`src/rtl/mem_access_unit_if.sv`:
```
// Data-memory port of the MEM stage: req/gnt/rvalid handshake with address,
// write data, byte enables and read data.
interface mem_access_unit_if;
    logic        dmem_req;
    logic        dmem_we;
    logic [31:0] dmem_addr;
    logic [31:0] dmem_wdata;
    logic [3:0]  dmem_be;
    logic        dmem_gnt;
    logic        dmem_rvalid;
    logic [31:0] dmem_rdata;

    modport master (
        output dmem_req, dmem_we, dmem_addr, dmem_wdata, dmem_be,
        input  dmem_gnt, dmem_rvalid, dmem_rdata
    );

    modport slave (
        input  dmem_req, dmem_we, dmem_addr, dmem_wdata, dmem_be,
        output dmem_gnt, dmem_rvalid, dmem_rdata
    );
endinterface

```
`src/rtl/mem_access_unit.sv`:
```
// RV32I MEM stage: performs the EX/MEM load/store over the data-memory port and
// registers the result for MEM/WB; non-memory ops pass through in one cycle.
module mem_access_unit #(
    parameter int unsigned TIMEOUT_CYCLES = 255
) (
    input  logic              clk,
    input  logic              rst,
    input  logic              valid_in,
    input  logic [31:0]       alu_out_in,
    input  logic [31:0]       store_data_in,
    input  logic [2:0]        funct3_in,
    input  logic [4:0]        instruction_rd_in,
    input  logic              register_write_enable_in,
    input  logic              mem_request_type_in,
    input  logic              mem_request_write_in,
    input  logic [2:0]        wb_sel_in,
    output logic              stall,
    mem_access_unit_if.master dmem,
    output logic              valid_out,
    output logic [31:0]       alu_out,
    output logic [31:0]       load_data_out,
    output logic [4:0]        instruction_rd_out,
    output logic              register_write_enable_out,
    output logic [2:0]        wb_sel_out,
    output logic              misaligned_out,
    output logic              bus_timeout_out
);

    typedef enum logic [1:0] {IDLE, REQ, RESP} state_e;

    localparam logic [7:0] CNT_LAST = 8'(TIMEOUT_CYCLES - 1);

    state_e      state_q;
    logic [7:0]  cnt_q;
    logic [31:0] addr_q;
    logic [31:0] wdata_q;
    logic [3:0]  be_q;
    logic        we_q;
    logic [2:0]  funct3_q;
    logic [4:0]  rd_q;
    logic        rwe_q;
    logic [2:0]  wb_sel_q;

    logic        valid_q;
    logic [31:0] alu_out_q;
    logic [31:0] load_q;
    logic [4:0]  rd_out_q;
    logic        rwe_out_q;
    logic [2:0]  wb_sel_out_q;
    logic        mis_q;
    logic        to_q;

    logic        misaligned_d;
    logic [3:0]  be_d;
    logic [31:0] wdata_d;
    logic [31:0] lane_d;
    logic [31:0] load_d;
    logic        done_d;
    logic        abort_d;

    // Alignment check, byte enables and lane replication for the incoming op.
    always_comb begin
        misaligned_d = 1'b0;
        be_d         = 4'b1111;
        wdata_d      = store_data_in;
        case (funct3_in[1:0])
            2'b00: begin
                if (mem_request_write_in) be_d = 4'b0001 << alu_out_in[1:0];
                wdata_d = {4{store_data_in[7:0]}};
            end
            2'b01: begin
                misaligned_d = alu_out_in[0];
                if (mem_request_write_in) be_d = alu_out_in[1] ? 4'b1100 : 4'b0011;
                wdata_d = {2{store_data_in[15:0]}};
            end
            2'b10: misaligned_d = (alu_out_in[1:0] != 2'b00);
            default: ;
        endcase
    end

    always_comb begin
        lane_d = dmem.dmem_rdata >> {addr_q[1:0], 3'b000};
        load_d = dmem.dmem_rdata;
        case (funct3_q)
            3'b000:  load_d = {{24{lane_d[7]}}, lane_d[7:0]};
            3'b001:  load_d = {{16{lane_d[15]}}, lane_d[15:0]};
            3'b100:  load_d = {24'd0, lane_d[7:0]};
            3'b101:  load_d = {16'd0, lane_d[15:0]};
            default: load_d = dmem.dmem_rdata;
        endcase
    end

    // A response arriving on the final allowed cycle still completes normally.
    always_comb begin
        done_d  = ((state_q == REQ) && dmem.dmem_gnt && dmem.dmem_rvalid)
               || ((state_q == RESP) && dmem.dmem_rvalid);
        abort_d = !done_d && (state_q != IDLE) && (cnt_q == CNT_LAST);
    end

    always_ff @(posedge clk) begin
        if (rst) begin
            state_q      <= IDLE;
            cnt_q        <= '0;
            addr_q       <= '0;
            wdata_q      <= '0;
            be_q         <= '0;
            we_q         <= 1'b0;
            funct3_q     <= '0;
            rd_q         <= '0;
            rwe_q        <= 1'b0;
            wb_sel_q     <= '0;
            valid_q      <= 1'b0;
            alu_out_q    <= '0;
            load_q       <= '0;
            rd_out_q     <= '0;
            rwe_out_q    <= 1'b0;
            wb_sel_out_q <= '0;
            mis_q        <= 1'b0;
            to_q         <= 1'b0;
        end else begin
            valid_q <= 1'b0;
            mis_q   <= 1'b0;
            to_q    <= 1'b0;
            case (state_q)
                IDLE: begin
                    if (valid_in) begin
                        if (mem_request_type_in && !misaligned_d) begin
                            state_q  <= REQ;
                            cnt_q    <= '0;
                            addr_q   <= alu_out_in;
                            wdata_q  <= wdata_d;
                            be_q     <= be_d;
                            we_q     <= mem_request_write_in;
                            funct3_q <= funct3_in;
                            rd_q     <= instruction_rd_in;
                            rwe_q    <= register_write_enable_in;
                            wb_sel_q <= wb_sel_in;
                        end else begin
                            // Pass-through op, or a misaligned access that never reaches the bus.
                            valid_q      <= 1'b1;
                            alu_out_q    <= alu_out_in;
                            load_q       <= '0;
                            rd_out_q     <= instruction_rd_in;
                            wb_sel_out_q <= wb_sel_in;
                            rwe_out_q    <= register_write_enable_in & ~mem_request_type_in;
                            mis_q        <= mem_request_type_in;
                        end
                    end
                end
                default: begin
                    if (done_d || abort_d) begin
                        state_q      <= IDLE;
                        valid_q      <= 1'b1;
                        alu_out_q    <= addr_q;
                        load_q       <= (done_d && !we_q) ? load_d : '0;
                        rd_out_q     <= rd_q;
                        wb_sel_out_q <= wb_sel_q;
                        rwe_out_q    <= rwe_q & done_d;
                        to_q         <= abort_d;
                    end else begin
                        cnt_q <= cnt_q + 8'd1;
                        if ((state_q == REQ) && dmem.dmem_gnt) state_q <= RESP;
                    end
                end
            endcase
        end
    end

    assign stall                     = (state_q != IDLE);
    assign dmem.dmem_req             = (state_q == REQ);
    assign dmem.dmem_we              = we_q;
    assign dmem.dmem_addr            = {addr_q[31:2], 2'b00};
    assign dmem.dmem_wdata           = wdata_q;
    assign dmem.dmem_be              = be_q;
    assign valid_out                 = valid_q;
    assign alu_out                   = alu_out_q;
    assign load_data_out             = load_q;
    assign instruction_rd_out        = rd_out_q;
    assign register_write_enable_out = rwe_out_q;
    assign wb_sel_out                = wb_sel_out_q;
    assign misaligned_out            = mis_q;
    assign bus_timeout_out           = to_q;

endmodule

```
`src/flat_wrapper.sv`:
```
// flat-port wrapper written by rule: the top's interface ports become plain ports
module mem_access_unit_flat 
#(
    parameter int unsigned TIMEOUT_CYCLES = 255
)
  (clk, rst, valid_in, alu_out_in, store_data_in, funct3_in, instruction_rd_in, register_write_enable_in, mem_request_type_in, mem_request_write_in, wb_sel_in, stall, valid_out, alu_out, load_data_out, instruction_rd_out, register_write_enable_out, wb_sel_out, misaligned_out, bus_timeout_out, dmem_dmem_req, dmem_dmem_we, dmem_dmem_addr, dmem_dmem_wdata, dmem_dmem_be, dmem_dmem_gnt, dmem_dmem_rvalid, dmem_dmem_rdata);
  mem_access_unit_if dmem_i ();
  input  logic clk;
  input  logic rst;
  input  logic valid_in;
  input  logic [31:0] alu_out_in;
  input  logic [31:0] store_data_in;
  input  logic [2:0] funct3_in;
  input  logic [4:0] instruction_rd_in;
  input  logic register_write_enable_in;
  input  logic mem_request_type_in;
  input  logic mem_request_write_in;
  input  logic [2:0] wb_sel_in;
  output logic stall;
  output logic valid_out;
  output logic [31:0] alu_out;
  output logic [31:0] load_data_out;
  output logic [4:0] instruction_rd_out;
  output logic register_write_enable_out;
  output logic [2:0] wb_sel_out;
  output logic misaligned_out;
  output logic bus_timeout_out;
  output wire logic [$bits(dmem_i.dmem_req)-1:0] dmem_dmem_req;
  output wire logic [$bits(dmem_i.dmem_we)-1:0] dmem_dmem_we;
  output wire logic [$bits(dmem_i.dmem_addr)-1:0] dmem_dmem_addr;
  output wire logic [$bits(dmem_i.dmem_wdata)-1:0] dmem_dmem_wdata;
  output wire logic [$bits(dmem_i.dmem_be)-1:0] dmem_dmem_be;
  input wire logic [$bits(dmem_i.dmem_gnt)-1:0] dmem_dmem_gnt;
  input wire logic [$bits(dmem_i.dmem_rvalid)-1:0] dmem_dmem_rvalid;
  input wire logic [$bits(dmem_i.dmem_rdata)-1:0] dmem_dmem_rdata;
  assign dmem_dmem_req = dmem_i.dmem_req;
  assign dmem_dmem_we = dmem_i.dmem_we;
  assign dmem_dmem_addr = dmem_i.dmem_addr;
  assign dmem_dmem_wdata = dmem_i.dmem_wdata;
  assign dmem_dmem_be = dmem_i.dmem_be;
  assign dmem_i.dmem_gnt = dmem_dmem_gnt;
  assign dmem_i.dmem_rvalid = dmem_dmem_rvalid;
  assign dmem_i.dmem_rdata = dmem_dmem_rdata;
  mem_access_unit #(.TIMEOUT_CYCLES(TIMEOUT_CYCLES)) u_core (.clk(clk), .rst(rst), .valid_in(valid_in), .alu_out_in(alu_out_in), .store_data_in(store_data_in), .funct3_in(funct3_in), .instruction_rd_in(instruction_rd_in), .register_write_enable_in(register_write_enable_in), .mem_request_type_in(mem_request_type_in), .mem_request_write_in(mem_request_write_in), .wb_sel_in(wb_sel_in), .stall(stall), .dmem(dmem_i), .valid_out(valid_out), .alu_out(alu_out), .load_data_out(load_data_out), .instruction_rd_out(instruction_rd_out), .register_write_enable_out(register_write_enable_out), .wb_sel_out(wb_sel_out), .misaligned_out(misaligned_out), .bus_timeout_out(bus_timeout_out));
endmodule
```
`config.mk`:
```
export PLATFORM = sky130hd
export DESIGN_NAME = mem_access_unit_flat
export DESIGN_NICKNAME = d
export VERILOG_FILES = /design/src/rtl/mem_access_unit_if.sv /design/src/rtl/mem_access_unit.sv /design/src/flat_wrapper.sv
export SDC_FILE = /design/constraint.sdc
export NUM_CORES = 1
export LEC_CHECK = 0
export BUFFER_PORTS_ARGS = -buffer_cell sky130_fd_sc_hd__clkbuf_2
export CAP_MARGIN = 20
export CORE_ASPECT_RATIO = 0.8
export CORE_MARGIN = 2
export CORE_UTILIZATION = 45
export CTS_BUF_LIST = sky130_fd_sc_hd__clkbuf_4
export DETAILED_ROUTE_END_ITERATION = 8
export PLACE_DENSITY = 0.73
export SLEW_MARGIN = 30
export SYNTH_ARGS = -nofsm -noshare
export SYNTH_HDL_FRONTEND = slang
export SYNTH_SLANG_ARGS = --single-unit
```
`constraint.sdc`:
```
create_clock -name clk -period 4.4 [get_ports clk]
set_clock_uncertainty 0.2 [all_clocks]
set_input_delay 0.66 -clock clk [delete_from_list [all_inputs] [get_ports clk]]
set_output_delay 0.66 -clock clk [all_outputs]
set_load 0.005 [all_outputs]
```
[Yosys cells after proc, flatten, opt, wreduce, memory -nomap -nowiden]
Cells that the tools add are included.
Word-level totals
  bits in registers: 167
  bits of input ports: 115
  output and inout port bits: 147
Cells by class
  add/subtract/negate cells: 1
  equality and inequality tests: 12
  shift-type cells: 2
  mux-type cells: 41
  bitwise operators: 6
  reductions and logical operators: 25
Operators with widths (count)
  $mux 32: 9
  $pmux 32 s4: 1
  $pmux 32 s2: 1
  $mux 8: 4
  $shr 32x5->16: 1
  $mux 5: 4
  $mux 3: 4
  $mux 4: 3
  $reduce_and 3->1: 4
  $mux 2: 5
  $add 8x1->8 const B: 1
  $eq 8x8->1 const B: 1
  $mux 1: 8
  $pmux 4 s2: 1
  $logic_and 1x1->1: 7
  $eq 3x3->1 const B: 2
  $ne 2x2->1 const B: 3
  $reduce_bool 2->1: 3
  $eq 2x1->1 const B: 2
  $eq 2x2->1 const B: 2
  $logic_not 2->1: 2
  $not 1->1: 4
  $reduce_or 4->1: 1
  $shl 1x2->4 const A: 1
  9 further kinds: 13

[Logic depth before layout (Yosys ltp)]
Gate-level depths: netlist of the first run.
  depth after elaboration: 10
  depth in mapped cells: 11
  depth with buffers taken out: 7

[Least setup slack after synthesis of the first run]
Ideal clock, no wire load.
  path type: input to register
  start: in funct3_in[1]
  end: reg u_core.addr_q[13]
  library setup time: 0.070 ns
  arrival time: 2.509 ns
  path slack: 1.620 ns
  stages on the path: 11
  buffers on the path: 4
  cells stage by stage: clkbuf_1 inv_1 ha_1 o211ai_1 and2_1 nand2b_1 clkbuf_1 buf_2 clkbuf_1 nand2_1 a21oi_1
On the way
  cells in the longest elaborated chain, start to end: 5
  elaborated cells on any way between the ends: 6
RTL lines
  start, declared: line flat_wrapper.sv:13  | input logic [2:0] funct3_in;
  $eq 2x2->1 / $eq 2x1->1 (equally long branches): line mem_access_unit.sv:66  | case (funct3_in[1:0])
  $pmux 1 s2 (*): line mem_access_unit.sv:66
  $logic_not 1->1 (*): line mem_access_unit.sv:127  | if (mem_request_type_in && !misaligned_d) begin
  $logic_and 1x1->1 (*): line mem_access_unit.sv:127
  $reduce_and 3->1 (no source line) (*)
  end signal, assigned: line mem_access_unit.sv:130  | addr_q <= alu_out_in;
  end, declared: line mem_access_unit.sv:35  | logic [31:0] addr_q;
Every way passes the cells marked *; elsewhere a longest branch is shown, timed or not.
A chain may end at the register's enable or synchronous reset.

[Worst setup path after layout of the first run]
  start: reg u_core.state_q[0]
  end: reg u_core.alu_out_q[22] (netlist: u_core.alu_out[22])
On the way
  cells in the longest elaborated chain, start to end: 10
  elaborated cells on any way between the ends: 17
RTL lines
  start, declared: line mem_access_unit.sv:33  | state_e state_q;
  start signal, assigned: line mem_access_unit.sv:102  | state_q <= IDLE;
  start signal, assigned: line mem_access_unit.sv:128  | state_q <= REQ;
  start signal, assigned: line mem_access_unit.sv:152  | state_q <= IDLE;
  $eq 2x1->1: line mem_access_unit.sv:95  | done_d = ((state_q == REQ) && dmem.dmem_gnt && dmem.dmem_rvalid)
  $logic_and 1x1->1 (2 in a row): line mem_access_unit.sv:95
  $logic_or 1x1->1: line mem_access_unit.sv:96  | || ((state_q == RESP) && dmem.dmem_rvalid);
  $logic_not 1->1: line mem_access_unit.sv:97  | abort_d = !done_d && (state_q != IDLE) && (cnt_q == CNT_LAST);
  $logic_and 1x1->1 (2 in a row): line mem_access_unit.sv:97
  $logic_or 1x1->1: line mem_access_unit.sv:151  | if (done_d || abort_d) begin
  $reduce_bool 2->1 (no source line)
  $reduce_and 3->1 (no source line)
  end signal, assigned: line mem_access_unit.sv:141  | alu_out_q <= alu_out_in;
  end signal, assigned: line mem_access_unit.sv:154  | alu_out_q <= addr_q;
  end, declared: line mem_access_unit.sv:45  | logic [31:0] alu_out_q;
Several ways; a longest one is shown, not always the timed one.

==> run summary, run 1 <==
The kind of end point of the critical path is a flop. Hold is met by 0.106 ns. The count of flip-flops with a built-in enable after synthesis is 0. The most repeated cell in the gate-level netlist after synthesis was sky130_fd_sc_hd__dfxtp_1.

The quantity of I/O buffers inserted on ports came out at 259. Setup repair after global routing left no endpoint under its margin. Across the VDD grid, the largest voltage drop is 178 uV. The number of setup buffers added after CTS is 0. The critical path contains buffers and inverters numbering 2 combined.

The largest area contributor in the synthesized netlist is sky130_fd_sc_hd__dfxtp_1. TritonCTS built the clock tree. The number of max-cap violations was 0. Before antenna repair, the detailed router went through 5 iterations.

Of the available clock period, the critical path in the final layout requires 65.5%. The count of endpoints failing hold in the final timing report was 0. STA classifies the critical path startpoint as a flop. The first global-routing pass estimated 32900 um of wire.

The tree built by TritonCTS fans out to 167 sinks. At the worst endpoint, the required time is 4.67 ns. Of all nets on the critical path, the largest fanout is 82. The post-cts gate resize count was 0. The final number of max-transition violations is 0, and the setup total negative slack is 0 ns. The final standard cell area without fillers was 8870 um^2; the global-route congestion overflow total was 0. The final layout contains 1179 nets. The analysis attributes to cell leakage a power of 4.05 nW.

The average routed wire per standard cell works out to 16.3 um. 262 I/O pins were placed. The worst endpoint data arrival time came out at 3.16 ns. The detail route stage leaves a number of antenna-violating nets equal to 0.

The post-DP HPWL was 14900 um; the sequential cell area fraction in the yosys report was 45.2%. The number of buffers created by CTS came out at 17. The logs give 0 for the Yosys warning count and 55.6% for the share of the core filled with cells.

From left edge to right edge, the die measures 147 um. For the normalized max-slew margin, the log shows 35.6%. In this run the power density over the cells is 359 nW/um^2. The unique cell type count in the Yosys netlist came out at 52. The detailed router placed 6928 vias in this run.

Once the floorplan was initialized, standard cells occupied 46.4% of the core. The buffer depth of the longest clock path is 2, and the fraction of synthesis flops using an asynchronous set or reset pin is 0%. The average instance in the mapped netlist occupies 8.54 um^2. Of the cells placed in the final design, the portion with a size suffix greater than 1 is 28.8%. The mapped netlist covers 7400 um^2. For the DRC marker count from the first detailed-route iteration, the log shows 460. The cell at the slowest stage of the critical path was sky130_fd_sc_hd__buf_4.

The initial antenna violation count is 1. The register clock-pin slew on the reported worst setup and hold paths works out to 0.15 ns. The worst min-delay path class is in2reg. The critical path's top delay family is buffers and inverters.

The H-tree generated during clock tree synthesis spans 4 levels. In this run, placement finished with an instance count of 1255. In the synthesized netlist the dominant register cell turns out to be sky130_fd_sc_hd__dfxtp_1. The non-filler instance count after layout was 1288; the maximum number of pins on one net before global-route repair was 96.

The flow ran to the end, and the final reports show no timing, DRC or antenna violations. The transition time at the pin with the least slew margin is 0.962 ns. The routed design could run at a clock period as short as 2.88 ns. Setup violations remaining at the end of the flow were counted as 0. By count the netlist is led by sky130_fd_sc_hd__dfxtp_1 (167), sky130_fd_sc_hd__nand2_1 (133), sky130_fd_sc_hd__nor2_1 (101).

Number of flip-flops and latches in the synthesized netlist: 167. The tools report the number of global-route vias before repair as 6282. The critical path goes through nor2_4, buf_4, a211oi_2, a21oi_4, buf_12, nor2_1, a211oi_1. The congestion estimate from routability-driven global placement came to 0.830. The vertical die dimension is 119 um. The root buffer selected by CTS was sky130_fd_sc_hd__clkbuf_4. After detailed routing, the total wire length is 21000 um. Once placement finished, the instance area stood at 8550 um^2.

The run gives 867 as the gate count of the mapped netlist. The run gives 0 as the number of hold buffers added after cts. The global-route usage over all layers is 23.4%. The critical path in this run is classified as reg2reg.

Row generation in the floorplan step produced 41 rows. The portion of synthesized cell area occupied by the leading cell type is 45.2%, and the average via count per standard cell is 5.38. Overall die area: 17500 um^2. After floorplanning, the core was sized to cover 16000 um^2. In the routed design, unresolved DRC markers number 0. The delay of the slowest cell on the worst path is 0.68 ns, and the highest clock frequency the design can meet is 347 MHz. Ranked by total cell area, the synthesized netlist is headed by sky130_fd_sc_hd__dfxtp_1 (45%), sky130_fd_sc_hd__mux2i_1 (7.0%), sky130_fd_sc_hd__a211oi_1 (6.8%).

The later pin in the worst-skew pair is clocked with a latency of 0.56 ns. The synthesis-to-finish area growth came out at 19.8%.
-- logic make-up (layout without fill, tap and decap cells) --
family / Yosys count / count (layout) / synth area share [%]
other cells: 1 / 3 / 0.0506
flops: 167 / 167 / 45.2
mux: 55 / 55 / 7.49
buf+inv: 116 / 320 / 8.16
simple gates: 292 / 292 / 16.8
compound gates: 231 / 231 / 21.5
fa+ha+maj: 5 / 5 / 0.845
-- per-layer routing --
metal	wire length [um]	global-route usage, %	up-vias	part of all wire [%]
li1	-	-	3425	-
met3	1650	6.64	16	7.8
met4	279	6.31	0	1.3
met5	0	0	-	0
met1	9390	30.9	3229	45
met2	9690	37.5	258	46
-- sequential cells by signal, summed over array words and instances, names as in the netlist --
name and count:
u_core.load_data_out 32, u_core.rd_q 5, u_core.bus_timeout_out 1, u_core.wb_sel_out 3, u_core.alu_out 32, u_core.valid_out 1, u_core.state_q 2, u_core.funct3_q 3
u_core.register_write_enable_out 1, u_core.cnt_q 8, u_core.misaligned_out 1, u_core.dmem.dmem_we 1, u_core.addr_q 32, u_core.instruction_rd_out 5, u_core.rwe_q 1, u_core.dmem.dmem_be 4
u_core.dmem.dmem_wdata 32, u_core.wb_sel_q 3
-- final cells by class --
type | instances | area [um^2]
fillers | 1542 | 7080
inverters | 19 | 71.3
clock buffers | 19 | 143
repair buffers | 269 | 1390
clock inverters | 13 | 176
flip-flops and latches | 167 | 3340
well taps | 215 | 269
diodes | 1 | 2.50
multi-input cells | 585 | 3480
-- final timing paths --
check	from	end	slack, ns	depth (start not counted)
worst max-delay path	u_core.state_q[0]$_SDFFE_PP0P_	u_core.alu_out[22]$_SDFFE_PP0P_	1.52	7
worst max register to register	u_core.state_q[0]$_SDFFE_PP0P_	u_core.alu_out[22]$_SDFFE_PP0P_	1.52	7
worst min-delay path	funct3_in[2]	u_core.funct3_q[2]$_SDFFE_PP0P_	0.11	3
worst min register to register	u_core.rd_q[3]$_SDFFE_PP0P_	u_core.rd_q[3]$_SDFFE_PP0P_	0.26	2
-- where the power goes --
group          total (mW)  internal, mW  switching (mW)
logic               0.512         0.214           0.298
registers            1.66          1.60          0.0589
clock network        1.01         0.462           0.553
total                3.19          2.28           0.910
-- through the flow --
step	total power, mW	setup slack, ns
2_1_floorplan	1.99	1.62
3_5_place_dp	2.21	0.985
4_1_cts	3.21	1.51
3_3_place_gp	2.19	1.09
5_1_grt	3.33	1.32
6_report	3.19	1.52
-- placed cells by master (no fill, tap or decap), types with 19 or more instances in the layout --
cell                         n
sky130_fd_sc_hd__nor2_1    101
sky130_fd_sc_hd__nand2_1   133
sky130_fd_sc_hd__a211oi_1   67
sky130_fd_sc_hd__mux2i_1    52
sky130_fd_sc_hd__inv_1      19
sky130_fd_sc_hd__a21oi_1    78
sky130_fd_sc_hd__clkbuf_4   19
sky130_fd_sc_hd__clkbuf_2  258
sky130_fd_sc_hd__dfxtp_1   167
sky130_fd_sc_hd__nor3_1     21
-- worst register-to-register path, delay by kind of cell (launching register included) --
family | cells | cell delay (ns)
buffers and inverters | 2 | 0.98
and+or+nand+nor | 2 | 0.52
AOI/OAI and AO/OA | 3 | 0.66
DFF | 1 | 0.44
Note: power is estimated with default switching activity, not from simulation.
==> run 2: changes to the inputs <==
--- a/config.mk
+++ b/config.mk
@@ -5,6 +5,7 @@
 export SDC_FILE = /design/constraint.sdc
 export NUM_CORES = 1
 export LEC_CHECK = 0
+export ABC_AREA = 1
 export BUFFER_PORTS_ARGS = -buffer_cell sky130_fd_sc_hd__clkbuf_2
 export CAP_MARGIN = 20
 export CORE_ASPECT_RATIO = 0.8
@@ -12,7 +13,7 @@
 export CORE_UTILIZATION = 45
 export CTS_BUF_LIST = sky130_fd_sc_hd__clkbuf_4
 export DETAILED_ROUTE_END_ITERATION = 8
-export PLACE_DENSITY = 0.73
+export PLACE_DENSITY = 0.76
 export SLEW_MARGIN = 30
 export SYNTH_ARGS = -nofsm -noshare
 export SYNTH_HDL_FRONTEND = slang
==> constraint.sdc (replaced) <==
create_clock -name clk -period 2.4 [get_ports clk]
set_clock_uncertainty 0.2 [all_clocks]
set_input_delay 0.36 -clock clk [delete_from_list [all_inputs] [get_ports clk]]
set_output_delay 0.36 -clock clk [all_outputs]
set_load 0.005 [all_outputs]
==> run 2 against run 1 <==
  * Hold slack worse by 0.073 ns
  * Die area up 4.1%
  * Synthesized cell count up 26%
  * Sequential share of layout area down 5.6 points
  * Register-to-register slack worse by 1.4 ns
  * Setup slack worse by 1.4 ns
  * Largest cell class unchanged
==> run summary, run 2 <==
The flow ran to the end, and the final reports show no timing, DRC or antenna violations. The design draws 5.94 mW. The count of endpoints failing hold in the final timing report came out at 0. The pre-antenna-repair detailed-routing pass consisted of 6 iterations. Counting the buffers created by CTS gives 17.

The final critical path takes up 96.0% of the cycle. The die is 150 um wide. The run gives 0 as the global-route congestion overflow total. For the clock latency on the worst-skew pair, the log shows 0.57 ns. The share of post-route cells with drive strength above 1 is 22.8%.

VDD sags by at most 280 uV. The root buffer selected by CTS is sky130_fd_sc_hd__clkbuf_4. The total wirelength of the detailed-routed design is 24900 um, and the average via count per standard cell is 5.23. The clock passes through at most 2 buffers.

Measured against its own limit, the worst slew margin works out to 58.7%. In the routed design, unresolved DRC markers number 0. Leaving out fill and tap cells, the most frequent cells in the layout are sky130_fd_sc_hd__clkbuf_2 (259), sky130_fd_sc_hd__o21ai_0 (183), sky130_fd_sc_hd__nand2_1 (170). In the final routed layout, each cell accounts on average for 15.1 um. The initial antenna violation count was 1; the final estimated routing congestion in global placement was 0.888. The library cell used most frequently in the layout, excluding fill and tap cells, is sky130_fd_sc_hd__clkbuf_2. The global-route usage over all layers is 26.2%, and the ratio of total power to cell area is 570 nW/um^2. Sorting the synthesized cells by how often they occur yields sky130_fd_sc_hd__o21ai_0 (183), sky130_fd_sc_hd__nand2_1 (170), sky130_fd_sc_hd__dfxtp_1 (167). In this run the biggest area consumer among cell types represents 43.3% of the synthesized area.

In this run the standard cell core region covers 16700 um^2. The largest single stage delay on the critical path is 0.57 ns. The routed via count came out at 8611. The final number of max-transition violations came out at 0. The hold slack was 0.0321 ns.

Once detail routing completed, the nets flagged for antenna violations numbered 0. The area of the mapped netlist was 7720 um^2. The number of global-route vias before repair was 7778. The unique cell type count in the Yosys netlist is 34, and the number of max-cap violations is 0. In this run the count of I/O pins placed on the die edge is 262.

The setup total negative slack came out at 0 ns. The tools report the post-DP HPWL as 15700 um. Setup repair after global routing left no endpoint under its margin.

Clock-pin slew was measured on the worst setup and hold paths at 0.15 ns. The cell at the slowest stage of the critical path was sky130_fd_sc_hd__dlygate4sd3_1. The first global-routing pass estimated 38400 um of wire. STA puts the critical path data arrival time at 2.63 ns.

In this run the worst hold path is classified as in2reg. The required time of the critical path was 2.73 ns; the count of flip-flops with a built-in enable after synthesis was 0. In the synthesized netlist the dominant register cell turns out to be sky130_fd_sc_hd__dfxtp_1. For the H-tree level count, the log shows 4. The share of the core filled with cells came out at 62.5%.

For the final number of setup-violating endpoints, the log shows 0. The floorplan step defined a die boundary enclosing 18200 um^2. The setup path with the least slack is of type reg2reg.

The minimum clock period is 2.30 ns. Counting flops with an async set or reset pin after synthesis yields a share of 0%. The non-filler instance count after layout is 1647. After floorplanning, the core was divided into 42 placement rows.

STA classifies the critical path startpoint as a flop. In the post-synthesis netlist, the cell with the most instances is sky130_fd_sc_hd__o21ai_0. The worst setup path is captured at a flop.

The critical path goes through nor2_4, inv_2, nor2_2, inv_2, nor2_4, buf_12, o21ai_1, a31oi_1, dlygate4sd3_1. The synthesis-to-finish area growth came out at 34.9%. Entering global routing, the biggest net connects 76 pins.

The clock drives 167 sinks. In the synthesized netlist, the number of instances is 1095. For this configuration, the core starts out at a cell density of 46.3%. The die is 121 um tall.

The tools report the post-placement cell count as 1494. The number of flip-flops and latches in the synthesized netlist was 167. Dividing the synthesized area by the synthesized cell count gives 7.05 um^2. The run gives 4.85 nW as the leakage power figure. TritonCTS built the clock tree. For the layout net count, the log shows 1534. The quantity of I/O buffers inserted on ports was 259. In the post-synthesis netlist, the biggest area contributors are sky130_fd_sc_hd__dfxtp_1 (43%), sky130_fd_sc_hd__o21ai_0 (12%), sky130_fd_sc_hd__a21oi_1 (8.6%). The DRC marker count from the first detailed-route iteration came out at 665.

For this run, the top clock speed supported by timing is 434 MHz. At the pin with the least slew margin, the transition time is 0.620 ns. The Yosys warning count was 0.

The maximum fanout along the worst path was 37. Sequential cells were found to cover 43.3% of the synthesized design area. Summed over all instances, the cell type with the most area after synthesis is sky130_fd_sc_hd__dfxtp_1.
## run 2: per-stage QoR
stage               worst slack (ns)  area (um^2)
global route                  0.0111        10400
global placement               0.212         8940
finish                        0.0963        10400
detailed placement             0.126         8940
CTS                           0.0170        10400
floorplan                      0.453         7720
## run 2: cells by family (layout without fill, tap and decap cells)
kind of cell             after synthesis  after routing  share of synthesized area, %
AND/OR/NAND/NOR                      345            345                          18.3
XOR/XNOR                               1              1                         0.113
buffers and inverters                208            538                          12.6
adder cells (fa/ha/maj)                5              5                         0.810
other                                  1              3                        0.0486
AO/OA/AOI/OAI                        368            368                          24.8
flip-flops                           167            167                          43.3
## run 2: report_power, final
| part | internal [mW] | switching [mW] | total, mW |
|---|---|---|---|
| Combinational | 0.572 | 0.767 | 1.34 |
| Sequential | 2.96 | 0.108 | 3.07 |
| Clock | 0.510 | 1.02 | 1.53 |
## run 2: worst paths after layout
check                                  startpoint                                 endpoint  slack [ns]  cells past startpoint
setup / recovery   u_core.state_q[0]$_SDFFE_PP0P_  u_core.dmem.dmem_wdata[22]$_SDFFE_PP0P_         0.1                      9
hold / removal                dmem_dmem_rdata[27]    u_core.load_data_out[27]$_SDFFE_PP0P_        0.03                      5
setup reg to reg   u_core.state_q[0]$_SDFFE_PP0P_  u_core.dmem.dmem_wdata[22]$_SDFFE_PP0P_         0.1                      9
hold reg to reg   u_core.wb_sel_q[1]$_SDFFE_PP0P_          u_core.wb_sel_q[1]$_SDFFE_PP0P_        0.26                      2
## run 2: per-layer routing
layer	vias to the layer above	GRT usage, %	wire length, um	part of all wire (%)
li1	4235	-	-	-
met1	3913	34.6	10800	44
met2	407	42.7	11600	47
met3	56	5.90	1900	7.6
met4	0	8.08	537	2.2
met5	-	0	0	0
## run 2: what timing repair did
action	CTS	global route
buffers inserted	0	1
endpoints found under the hold margin	150	0
hold buffers	119	0
setup endpoints to repair	0	6
resized for setup	0	1
## run 2: final cells by class
cell class              count  area, um^2
fillers                  1452        6240
multi-input cells         721        3410
inverters                 106         403
clock buffers              18         135
well taps                 220         275
repair buffers            401        2740
diodes                      1        2.50
flip-flops and latches    167        3340
clock inverters            13         106
## run 2: worst max-delay path: cells and delay by family, from the launching register on
| family | cells | cell delay (ns) |
|---|---|---|
| buffers and inverters | 4 | 0.93 |
| AND/OR/NAND/NOR | 3 | 0.43 |
| flip-flops | 1 | 0.39 |
| AO/OA/AOI/OAI | 2 | 0.32 |
==> run 3: changes to the inputs <==
--- a/config.mk
+++ b/config.mk
@@ -14,6 +14,7 @@
 export CTS_BUF_LIST = sky130_fd_sc_hd__clkbuf_4
 export DETAILED_ROUTE_END_ITERATION = 8
 export PLACE_DENSITY = 0.76
+export SETUP_SLACK_MARGIN = 0.1
 export SLEW_MARGIN = 30
 export SYNTH_ARGS = -nofsm -noshare
 export SYNTH_HDL_FRONTEND = slang
==> run 3 against run 2 <==
  * Setup slack better by 0.037 ns
  * Largest cell class unchanged
  * Core utilization up 0.40 points
  * Critical endpoint is now u_core.alu_out[22]$_SDFFE_PP0P_
  * Flip-flop and latch count did not move
  * Sequential share of layout area down 0.20 points
  * Via count rose by 0.56%
  * Die area is the same
==> run summary, run 3 (same netlist as run 2, synthesis figures left out) <==
The overall die width is 150 um. TritonCTS built the clock tree. Average routed wire per standard cell: 15.5 um.

The normalized max-slew margin was 58.6%; the quantity of I/O buffers inserted on ports was 259. After the last flow step, the layout net total stands at 1533. The highest clock frequency the design can meet came out at 441 MHz.

Clock-pin slew was measured on the worst setup and hold paths at 0.15 ns. The tree is rooted in a sky130_fd_sc_hd__clkbuf_4. The total wirelength of the detailed-routed design came out at 25500 um. The first routing iteration left 619 violations. Number of top-level design ports: 262. Cell at the slowest stage of the critical path: sky130_fd_sc_hd__dlygate4sd3_1. The tools report the clock latency on the worst-skew pair as 0.57 ns. STA classifies the critical path startpoint as an input port. The total area inside the core boundary comes to 16700 um^2.

The tools report the number of remaining DRC errors as 0. Setup repair after global routing could not meet its margin everywhere. The final number of max-transition violations is 0, and the share of post-route cells with drive strength above 1 is 23.5%. Count of endpoints failing hold in the final timing report: 0. Number of buffers created by CTS: 17. Entering global routing, the biggest net connects 76 pins. Summed over all layers, the global routing overflow is 0. The routed via count was 8659; the post-DP HPWL was 15700 um. The worst min-delay path class was in2reg. The clock tree synthesis step divided the H-tree into 4 levels. The area growth from synthesis to layout is 35.8%. The combined flip-flop and latch cell area is 3340 um^2, and the average via count per standard cell is 5.26.

The worst endpoint data arrival time is 2.53 ns. The floorplan has 42 rows. Of the available clock period, the critical path in the final layout requires 94.4%. The worst setup path is of the in2reg kind. Routability-driven placement finished with a final weighted congestion of 0.888. The number of global-route vias before repair is 7804. In the layout the commonest cells are sky130_fd_sc_hd__clkbuf_2 (259), sky130_fd_sc_hd__o21ai_0 (182), sky130_fd_sc_hd__nand2_1 (168). For this design the ratio of total power to cell area is 572 nW/um^2.

The worst setup path is captured at a flop. The first detailed-routing pass ran for 7 iterations. Clock tree synthesis found a total of 167 sinks. The critical path goes through dlygate4sd3_1, clkbuf_2, clkinvlp_4, ha_4, nand3_2, nand2_2, inv_1, nand2_2, nand3_4, buf_8, nor2_1, nor2_1. Across all setup checks in the final design, the least slack found is 0.133 ns. The setup total negative slack was 0 ns; the initial core utilization was 46.3%. The die covers 18200 um^2. The detail route stage leaves a number of antenna-violating nets equal to 0. Critical path's top delay family: buffers and inverters. For this run, the slowest stage of the critical path takes 0.52 ns.

Together, buffers and inverters on the worst path number 5. Fill cells in the final layout number 1446. Along the worst path, the maximum fanout reaches 23. The worst-case IR drop observed on VDD is 286 uV. For the combined area of the multi-input logic cells, the log shows 3450 um^2. The run finished with clean final reports. Summed over all cells, the static leakage comes to 4.86 nW.

The global-route usage over all layers is 26.4%. Across the run, the number of max-cap violations was 0. The initial antenna violation count is 1. The smallest clock period supported by the final layout is computed as 2.27 ns.

The floorplan step set the die height to 121 um. The most common library cell in the layout ignoring fill and taps is sky130_fd_sc_hd__clkbuf_2. Measured on the finished design, the core utilization comes to 62.9%.

The clock passes through at most 2 buffers. At the pin with the least slew margin, the transition time is 0.621 ns. Setup violations remaining at the end of the flow were counted as 0. Prior to clock tree synthesis, the placed netlist has a worst setup slack of 0.126 ns. The first global-routing pass estimated 38600 um of wire. The tools report the required time of the critical path as 2.66 ns.
## run 3: cell types whose count changed in the layout (fill, tap and decap cells not counted), moves of 2 or more
cell,delta
sky130_fd_sc_hd__ha_1,-2
sky130_fd_sc_hd__ha_4,+2
sky130_fd_sc_hd__nand2_1,-2
sky130_fd_sc_hd__dlygate4sd3_1,-6
sky130_fd_sc_hd__clkbuf_16,+2
sky130_fd_sc_hd__nand2_2,+2
## run 3: path summary, 6_finish.rpt
check,endpoint,slack (ns),from,depth (start not counted)
worst max-delay path,u_core.alu_out[22]$_SDFFE_PP0P_,0.13,funct3_in[1],12
worst min-delay path,u_core.load_data_out[28]$_SDFFE_PP0P_,0.03,dmem_dmem_rdata[28],5
worst max register to register,u_core.load_data_out[14]$_SDFFE_PP0P_,0.32,u_core.state_q[0]$_SDFFE_PP0P_,8
worst min register to register,u_core.wb_sel_q[1]$_SDFFE_PP0P_,0.26,u_core.wb_sel_q[1]$_SDFFE_PP0P_,2
## run 3: report_power, final
group | switching [mW] | internal (mW)
combinational | 0.793 | 0.596
clock | 1.02 | 0.510
sequential | 0.109 | 2.96
total | 1.92 | 4.07
## run 3: area by class of cell
class                      count  area share (%)
clock buffer                  18            1.29
sequential                   167            31.9
inverter                     106            3.84
clock inverter                13            1.01
antenna                        1          0.0239
multi-input combinational    721            32.9
tap                          220            2.63
timing repair buffer         400            26.4
## run 3: what timing repair did
item                                   in CTS  in global routing
gates resized for setup                     0                 11
buffers inserted                            0                  3
hold buffers                              113                  0
setup endpoints to repair                   0                153
endpoints found under the hold margin     150                  0
## run 3: layer usage
layer  global-route usage (%)  routed length, um  up-vias
met5                        0                  0        -
met4                     9.38                692        0
met3                     6.09               1900       64
met2                     42.8              11900      404
met1                     34.4              11100     3957
li1                         -                  -     4234
## run 3: worst min-delay path: cells and delay by family
kind	cells	cell delay [ns]
buf+inv	2	0.19
simple gates	2	0.15
compound gates	1	0.07
## run 3: stage by stage
stage | hold slack (ns) | instance area (um^2) | instances | total power [mW]
CTS | 0.00388 | 10300 | 1638 | 5.92
finish | 0.0269 | 10500 | 1646 | 5.99
global route | 0.0157 | 10500 | 1646 | 6.31
detailed placement | 0.240 | 8940 | 1494 | 4.27
global placement | 0.233 | 8940 | 1494 | 4.25
floorplan | 0.225 | 7720 | 1096 | 3.84
